[src/rtl/ram4k_arbiter_if.sv]
// ram4k_arbiter requester bus: two request ports plus the shared
// registered read-data return and the clear-in-progress flag.
interface ram4k_arbiter_if #(
    parameter int ADDR_W = 12,
    parameter int DATA_W = 16
);
    logic              req0;
    logic              req1;
    logic              we0;
    logic              we1;
    logic [ADDR_W-1:0] addr0;
    logic [ADDR_W-1:0] addr1;
    logic [DATA_W-1:0] wdata0;
    logic [DATA_W-1:0] wdata1;
    logic              gnt0;
    logic              gnt1;
    logic              rvalid0;
    logic              rvalid1;
    logic [DATA_W-1:0] rdata;
    logic              busy;

    modport master (
        output req0, req1, we0, we1,
        output addr0, addr1, wdata0, wdata1,
        input  gnt0, gnt1, rvalid0, rvalid1,
        input  rdata, busy
    );

    modport slave (
        input  req0, req1, we0, we1,
        input  addr0, addr1, wdata0, wdata1,
        output gnt0, gnt1, rvalid0, rvalid1,
        output rdata, busy
    );
endinterface

[src/rtl/ram4k_arbiter.sv]
// Two-port round-robin arbiter/sequencer for the shared 4096x16 RAM.
// Define RAM4K_ARB_CLEAR_EN to zero the array after reset.
module ram4k_arbiter #(
    parameter int                ADDR_W    = 12,
    parameter int                DATA_W    = 16,
    parameter logic [DATA_W-1:0] CLEAR_VAL = '0
) (
    input  logic              CLK,
    input  logic              RST_N,
    ram4k_arbiter_if.slave    bus,
    output logic [DATA_W-1:0] ram_in,
    output logic              ram_load,
    output logic [ADDR_W-1:0] ram_address,
    input  logic [DATA_W-1:0] ram_out
);

    logic              prio;
    logic              rvalid0_q;
    logic              rvalid1_q;
    logic [DATA_W-1:0] rdata_q;
    logic              arb_en;
    logic              clearing;
    logic              busy_w;
    logic [ADDR_W-1:0] clr_addr;
    logic              g0;
    logic              g1;

`ifdef RAM4K_ARB_CLEAR_EN
    typedef enum logic {
        S_CLEAR,
        S_ARB
    } state_t;

    localparam logic [ADDR_W-1:0] CNT_LAST = '1;

    state_t            state;
    logic [ADDR_W-1:0] clr_cnt;

    // Clear sequencer: sweep every address once, then hand over to arbitration
    always_ff @(posedge CLK or negedge RST_N) begin
        if (!RST_N) begin
            state   <= S_CLEAR;
            clr_cnt <= '0;
        end else if (state == S_CLEAR) begin
            clr_cnt <= clr_cnt + 1'b1;
            if (clr_cnt == CNT_LAST) begin
                state <= S_ARB;
            end
        end
    end

    assign busy_w   = (state == S_CLEAR);
    assign clearing = RST_N && (state == S_CLEAR);
    assign arb_en   = RST_N && (state == S_ARB);
    assign clr_addr = clr_cnt;
`else
    assign busy_w   = 1'b0;
    assign clearing = 1'b0;
    assign arb_en   = RST_N;
    assign clr_addr = '0;
`endif

    // Round-robin grant: a lone requester always wins, prio breaks ties
    always_comb begin
        g0 = 1'b0;
        g1 = 1'b0;
        if (arb_en) begin
            g0 = bus.req0 && (!bus.req1 || !prio);
            g1 = bus.req1 && (!bus.req0 || prio);
        end
    end

    // RAM pin mux: clear sweep, then the granted port, else an idle bus
    always_comb begin
        ram_load    = 1'b0;
        ram_address = '0;
        ram_in      = '0;
        if (clearing) begin
            ram_load    = 1'b1;
            ram_address = clr_addr;
            ram_in      = CLEAR_VAL;
        end else if (g0) begin
            ram_load    = bus.we0;
            ram_address = bus.addr0;
            ram_in      = bus.wdata0;
        end else if (g1) begin
            ram_load    = bus.we1;
            ram_address = bus.addr1;
            ram_in      = bus.wdata1;
        end
    end

    // Priority flips to the loser after every grant
    always_ff @(posedge CLK or negedge RST_N) begin
        if (!RST_N) begin
            prio <= 1'b0;
        end else if (g0) begin
            prio <= 1'b1;
        end else if (g1) begin
            prio <= 1'b0;
        end
    end

    // Read return: capture RAM output at the granting edge, pulse rvalid
    always_ff @(posedge CLK or negedge RST_N) begin
        if (!RST_N) begin
            rvalid0_q <= 1'b0;
            rvalid1_q <= 1'b0;
            rdata_q   <= '0;
        end else begin
            rvalid0_q <= g0 && !bus.we0;
            rvalid1_q <= g1 && !bus.we1;
            if ((g0 && !bus.we0) || (g1 && !bus.we1)) begin
                rdata_q <= ram_out;
            end
        end
    end

    assign bus.gnt0    = g0;
    assign bus.gnt1    = g1;
    assign bus.rvalid0 = rvalid0_q;
    assign bus.rvalid1 = rvalid1_q;
    assign bus.rdata   = rdata_q;
    assign bus.busy    = busy_w;

endmodule

[src/flat_wrapper.sv]
// flat-port wrapper written by rule: the top's interface ports become plain ports
module ram4k_arbiter_flat 
#(
    parameter int                ADDR_W    = 12,
    parameter int                DATA_W    = 16,
    parameter logic [DATA_W-1:0] CLEAR_VAL = '0
)
  (CLK, RST_N, ram_in, ram_load, ram_address, ram_out, bus_req0, bus_req1, bus_we0, bus_we1, bus_addr0, bus_addr1, bus_wdata0, bus_wdata1, bus_gnt0, bus_gnt1, bus_rvalid0, bus_rvalid1, bus_rdata, bus_busy);
  ram4k_arbiter_if #(.ADDR_W(ADDR_W), .DATA_W(DATA_W)) bus_i ();
  input  logic CLK;
  input  logic RST_N;
  output logic [DATA_W-1:0] ram_in;
  output logic ram_load;
  output logic [ADDR_W-1:0] ram_address;
  input  logic [DATA_W-1:0] ram_out;
  input wire logic [$bits(bus_i.req0)-1:0] bus_req0;
  input wire logic [$bits(bus_i.req1)-1:0] bus_req1;
  input wire logic [$bits(bus_i.we0)-1:0] bus_we0;
  input wire logic [$bits(bus_i.we1)-1:0] bus_we1;
  input wire logic [$bits(bus_i.addr0)-1:0] bus_addr0;
  input wire logic [$bits(bus_i.addr1)-1:0] bus_addr1;
  input wire logic [$bits(bus_i.wdata0)-1:0] bus_wdata0;
  input wire logic [$bits(bus_i.wdata1)-1:0] bus_wdata1;
  output wire logic [$bits(bus_i.gnt0)-1:0] bus_gnt0;
  output wire logic [$bits(bus_i.gnt1)-1:0] bus_gnt1;
  output wire logic [$bits(bus_i.rvalid0)-1:0] bus_rvalid0;
  output wire logic [$bits(bus_i.rvalid1)-1:0] bus_rvalid1;
  output wire logic [$bits(bus_i.rdata)-1:0] bus_rdata;
  output wire logic [$bits(bus_i.busy)-1:0] bus_busy;
  assign bus_i.req0 = bus_req0;
  assign bus_i.req1 = bus_req1;
  assign bus_i.we0 = bus_we0;
  assign bus_i.we1 = bus_we1;
  assign bus_i.addr0 = bus_addr0;
  assign bus_i.addr1 = bus_addr1;
  assign bus_i.wdata0 = bus_wdata0;
  assign bus_i.wdata1 = bus_wdata1;
  assign bus_gnt0 = bus_i.gnt0;
  assign bus_gnt1 = bus_i.gnt1;
  assign bus_rvalid0 = bus_i.rvalid0;
  assign bus_rvalid1 = bus_i.rvalid1;
  assign bus_rdata = bus_i.rdata;
  assign bus_busy = bus_i.busy;
  ram4k_arbiter #(.ADDR_W(ADDR_W), .DATA_W(DATA_W), .CLEAR_VAL(CLEAR_VAL)) u_core (.CLK(CLK), .RST_N(RST_N), .bus(bus_i), .ram_in(ram_in), .ram_load(ram_load), .ram_address(ram_address), .ram_out(ram_out));
endmodule
[config.mk]
export PLATFORM = sky130hd
export DESIGN_NAME = ram4k_arbiter_flat
export DESIGN_NICKNAME = d
export VERILOG_FILES = /design/src/rtl/ram4k_arbiter_if.sv /design/src/rtl/ram4k_arbiter.sv /design/src/flat_wrapper.sv
export SDC_FILE = /design/constraint.sdc
export NUM_CORES = 1
export LEC_CHECK = 0
export BUFFER_PORTS_ARGS = -buffer_cell sky130_fd_sc_hd__buf_2
export CAP_MARGIN = 20
export CORE_ASPECT_RATIO = 1.4
export CORE_MARGIN = 3
export CORE_UTILIZATION = 25
export CTS_CLUSTER_DIAMETER = 50
export DETAILED_ROUTE_END_ITERATION = 8
export GPL_TIMING_DRIVEN = 0
export HOLD_SLACK_MARGIN = 0.1
export PLACE_DENSITY_LB_ADDON = 0.05
export SLEW_MARGIN = 25
export SYNTH_ARGS = -nofsm -noshare
export SYNTH_HDL_FRONTEND = slang
export SYNTH_SLANG_ARGS = --single-unit
export TNS_END_PERCENT = 5
[constraint.sdc]
create_clock -name CLK -period 1.7 [get_ports CLK]
set_input_delay 0 -clock CLK [delete_from_list [all_inputs] [get_ports CLK]]
set_output_delay 0 -clock CLK [all_outputs]
set_load 0.03 [all_outputs]
Word level (Yosys, flattened, before mapping)
Index checks and enable logic that the tools add are counted.
{ "op_classes": {"muxes": 10, "reduce_logical": 13} }
{ "op_table": {"columns": ["cell", "count"], "rows": [
  ["2-to-1 mux 16 bit", 2],
  ["2-to-1 mux 12 bit", 2],
  ["2-to-1 mux 1 bit", 6],
  ["logical NOT 1 bit", 5],
  ["logical AND 1 bit", 4],
  ["logical OR 1 bit", 3],
  ["nonzero test 2 bit", 1]
]} }
{ "totals": {"register_bits": 19, "input_bits": 78} }

Depth between registers and ports, before layout
{ "logic_depth": {"depth_word": 6, "ltp_mapped": 5, "mapped_depth_nobuf": 4} }

Worst setup path before layout
No wires, ideal clock.
{ "synth_timing": {"path_kind": "reg-to-output", "from": "reg u_core.prio", "to": "out ram_address[10]", "t_required_ns": 1.700, "arrival_ns": 1.556, "path_buffers": 1, "stages_incl_launch_ff": 5, "path_slack_ns": 0.144, "cell_sequence": "dfrtp_1 inv_2 a21oi_2 clkbuf_1 a22o_1"} }
{ "synth_via": {"elab_chain_cells": 5} }
{ "synth_rtl": {"columns": ["item", "line_no", "source"], "rows": [
  ["start, declared", "ram4k_arbiter.sv:17", "logic prio;"],
  ["start signal, assigned", "ram4k_arbiter.sv:96", "prio <= 1'b0;"],
  ["start signal, assigned", "ram4k_arbiter.sv:98", "prio <= 1'b1;"],
  ["start signal, assigned", "ram4k_arbiter.sv:100", "prio <= 1'b0;"],
  ["logical OR 1 bit", "ram4k_arbiter.sv:69", "g1 = bus.req1 && (!bus.req0 || prio);"],
  ["logical AND 1 bit", "ram4k_arbiter.sv:69", null],
  ["2-to-1 mux 1 bit", "ram4k_arbiter.sv:67", "if (arb_en) begin"],
  ["named net bus_gnt1", "flat_wrapper.sv:25", "output wire logic [$bits(bus_i.gnt1)-1:0] bus_gnt1;"],
  ["2-to-1 mux 12 bit", "ram4k_arbiter.sv:86", "end else if (g1) begin"],
  ["2-to-1 mux 12 bit", "ram4k_arbiter.sv:82", "end else if (g0) begin"],
  ["end, declared", "flat_wrapper.sv:14", "output logic [ADDR_W-1:0] ram_address;"]
]} }
The timed path passes the listed nets, and every way through them passes these cells.

Final worst setup path
{ "layout_timing": {"from": "reg u_core.prio", "to": "reg u_core.rdata_q[8] (netlist: u_core.bus.rdata[8])"} }
{ "layout_via": {"elab_chain_cells": 6} }
{ "layout_rtl": {"columns": ["item", "line_no", "source"], "rows": [
  ["logical NOT 1 bit", "ram4k_arbiter.sv:68", "g0 = bus.req0 && (!bus.req1 || !prio);"],
  ["logical OR 1 bit", "ram4k_arbiter.sv:68", null],
  ["logical AND 1 bit", "ram4k_arbiter.sv:68", null],
  ["2-to-1 mux 1 bit", "ram4k_arbiter.sv:67", null],
  ["logical AND 1 bit", "ram4k_arbiter.sv:113", "if ((g0 && !bus.we0) || (g1 && !bus.we1)) begin"],
  ["logical OR 1 bit *", "ram4k_arbiter.sv:113", null],
  ["end signal, assigned", "ram4k_arbiter.sv:114", "rdata_q <= ram_out;"],
  ["end, declared", "ram4k_arbiter.sv:20", "logic [DATA_W-1:0] rdata_q;"]
]} }
Mark *: on every way between the ends. The rest lies on a longest branch, timed or not.
A chain may end at the register's enable or synchronous reset.

==> flow_summary.json <==
{
  "status": "complete, no violations",
  "grt_usage": 0.147,
  "clk_latency_ns": 0.25,
  "reg2reg_depth": 5,
  "power_leakage_uw": 0.00120,
  "intPower_uw": 1100,
  "crit_start": "u_core.prio",
  "grt_pass1_wl_mm": 5.86,
  "worstSetupPathType": "reg2reg",
  "crit-reg2reg-launch": "u_core.prio",
  "wl_per_cell_um": 13.7,
  "critPathArrivalTime_ns": 1.73,
  "ys_ff_latch": 19,
  "htree_levels": 1,
  "wl_met2_mm": 2.14,
  "drv_slew": 0,
  "hold_class": "in2out",
  "core_area_um2": 4020,
  "fin_crit_sh": 0.938,
  "relSlewSlack": 0.413,
  "total_power_uw": 1820,
  "synthCells": 85,
  "vias": 1329,
  "synth_cell_types": 16,
  "drive_gt1_frac": 0.660,
  "root_buffer": "clkbuf_8",
  "drt_iter0_drc": 17,
  "numCtsBuffers": 3,
  "maxCapViolCount": 0,
  "clkPwrFrac": 0.167,
  "start_kind": "flop",
  "yosys_warnings": 0,
  "worstHoldStart": "bus_addr0[0]",
  "wl_met3_um": 316,
  "n_fill_cell": 370,
  "reg2reg_slack_ns": 0.11,
  "num_antenna_cells": 0,
  "cts_tree": "built",
  "clockBufferDepth": 2,
  "setup.worst_path.end_class": "flop",
  "syn_to_final_growth_pct": 92.0,
  "gr-total-overflow": 0,
  "final.setup_skew_ns": 0.000525,
  "top_layer": "met4",
  "placed_area_um2": 1760,
  "drc": 0,
  "tightest_slew_ns": 0.878,
  "power_density_nw_per_um2": 883,
  "min_period_ns": 1.59,
  "grt_pass1_vias": 1377,
  "p_comb_frac": 0.499,
  "dp_hpwl_mm": 3.05,
  "netlist_area_um2": 1070,
  "ir_drop_mv": 0.265,
  "cts.clk_slew.worst_paths_ns": 0.07,
  "grt_max_degree": 20,
  "ios": 128,
  "layout.nets": 317,
  "synth_area_leaders": "dfrtp_1, a22o_1, mux2_4, mux2_2, clkbuf_1",
  "crit_fanout": 10,
  "syn_avg_cell_area_um2": 12.6,
  "power.switching_uw": 718,
  "antenna_left": 0,
  "yosysSeqAreaShare": 0.443,
  "cp.required_ns": 1.83,
  "dr.pass1.iters": 3,
  "die-area_um2": 5130,
  "met1Wirelength_mm": 1.37,
  "die_h_um": 83.5,
  "cts_sinks": 19,
  "syn_nets": 163,
  "wl_mm": 3.86,
  "worst_slack_ns": 0.106,
  "utilization": 0.513,
  "start_util": 0.267,
  "holdPathStages": 3,
  "std_cell_rows": 27,
  "die_x_um": 61.4,
  "finalSetupViolCount": 0,
  "yosysTopAreaCell": "dfrtp_1",
  "final_area_um2": 2060,
  "max_freq_mhz": 627,
  "rr_endpoint": "u_core.bus.rdata[8]",
  "min_to": "ram_address[0]",
  "rsz0062_at_grt": "no",
  "synth.top_cell.area_share": 0.443,
  "portBuffers": 126,
  "globalplace.congestion": 0.679,
  "fin_setup_tns_ns": 0,
  "hold_viol": 0,
  "p_seq_frac": 0.334,
  "dp_slack_ns": 0.0141,
  "antenna_found_initial": 0,
  "swShare": 0.395,
  "via_per_inst": 4.73
}
layout make-up:
class,instances,area (µm²),area share
Clock buffer,4,45.0,0.0219
Sequential cell,19,475,0.231
Multi-Input combinational cell,55,561,0.272
Tap cell,43,53.8,0.0261
Timing Repair Buffer,149,861,0.418
Inverter,3,11.3,0.00546
Buffer,8,53.8,0.0261
cells in the final DEF (no fill, tap or decap):
cell type and n:
inv_1 2, conb_1 1, and2_1 2, mux2_2 6, inv_2 1, clkbuf_2 1, buf_2 129, mux2_4 10
nand2_1 2, buf_4 1, buf_6 1, a22o_1 29, a22oi_4 1, dlygate4sd3_1 23, dfrtp_1 19, and3_1 1
a21oi_4 2, clkbuf_4 2, a21oi_1 1, clkbuf_8 3, clkbuf_1 1
synth_stat cells:
cell type,instances
conb_1,1
dfrtp_1,19
clkbuf_1,6
inv_1,2
buf_6,1
a22o_1,29
mux2_4,10
nand2_1,2
a21oi_1,1
mux2_2,6
buf_4,1
a21oi_2,2
and3_1,1
a22oi_4,1
inv_2,1
and2_1,2
flip-flops by register name (all words and copies together) (netlist names):
signal              count
u_core.bus.rvalid1      1
u_core.prio             1
u_core.bus.rvalid0      1
u_core.bus.rdata       16
kinds of logic after synthesis:
| family | after synthesis | synth area share |
|---|---|---|
| buffers and inverters | 11 | 0.0490 |
| DFF | 19 | 0.443 |
| other | 1 | 0.00349 |
| AOI/OAI and AO/OA | 33 | 0.277 |
| muxes | 16 | 0.203 |
| and+or+nand+nor | 5 | 0.0245 |
repair_timing:
item	CTS	global route
buffers inserted	0	0
hold buffers	23	0
endpoints found under the setup margin	28	28
endpoints found under the hold margin	38	0
gates resized for setup	6	9
metrics by stage:
stage / cells / hold slack, ns
5_1_grt: 281 / 0.378
4_1_cts: 281 / 0.363
3_3_place_gp: 254 / -0.0313
6_report: 281 / 0.362
2_1_floorplan: 85 / -0.296
3_5_place_dp: 254 / -0.0169
power by group through the flow:
| stage | Sequential, µW | Clock [µW] | Combinational [µW] |
|---|---|---|---|
| 4_1_cts | 609 | 319 | 908 |
| 3_3_place_gp | 609 | 0 | 853 |
| 6_report | 608 | 303 | 908 |
| 5_1_grt | 619 | 338 | 966 |
| 3_5_place_dp | 617 | 0 | 860 |
| 2_1_floorplan | 817 | 0 | 367 |
worst max-delay path: stages, from the launching register on:
cell and delay (ns):
dfrtp_1 0.43, inv_2 0.10, a21oi_4 0.08, a22oi_4 0.32
buf_6 0.23, mux2_4 0.31
metal layers:
layer | vias to the layer above | global-route usage
met5 | - | 0
met4 | 0 | 0.0463
met3 | 2 | 0.0279
met2 | 82 | 0.273
met1 | 617 | 0.157
li1 | 628 | -
how the worst max path moves through the flow:
stage                                       to  depth (start not counted)
final                      u_core.bus.rdata[8]                          5
after global routing            ram_address[4]                          5
after CTS                            ram_in[4]                          5
after detailed placement   u_core.bus.rdata[2]                          6
after global placement    u_core.bus.rdata[15]                          6
after floorplan                ram_address[10]                          4
Note: power is estimated with default switching activity, not from simulation.
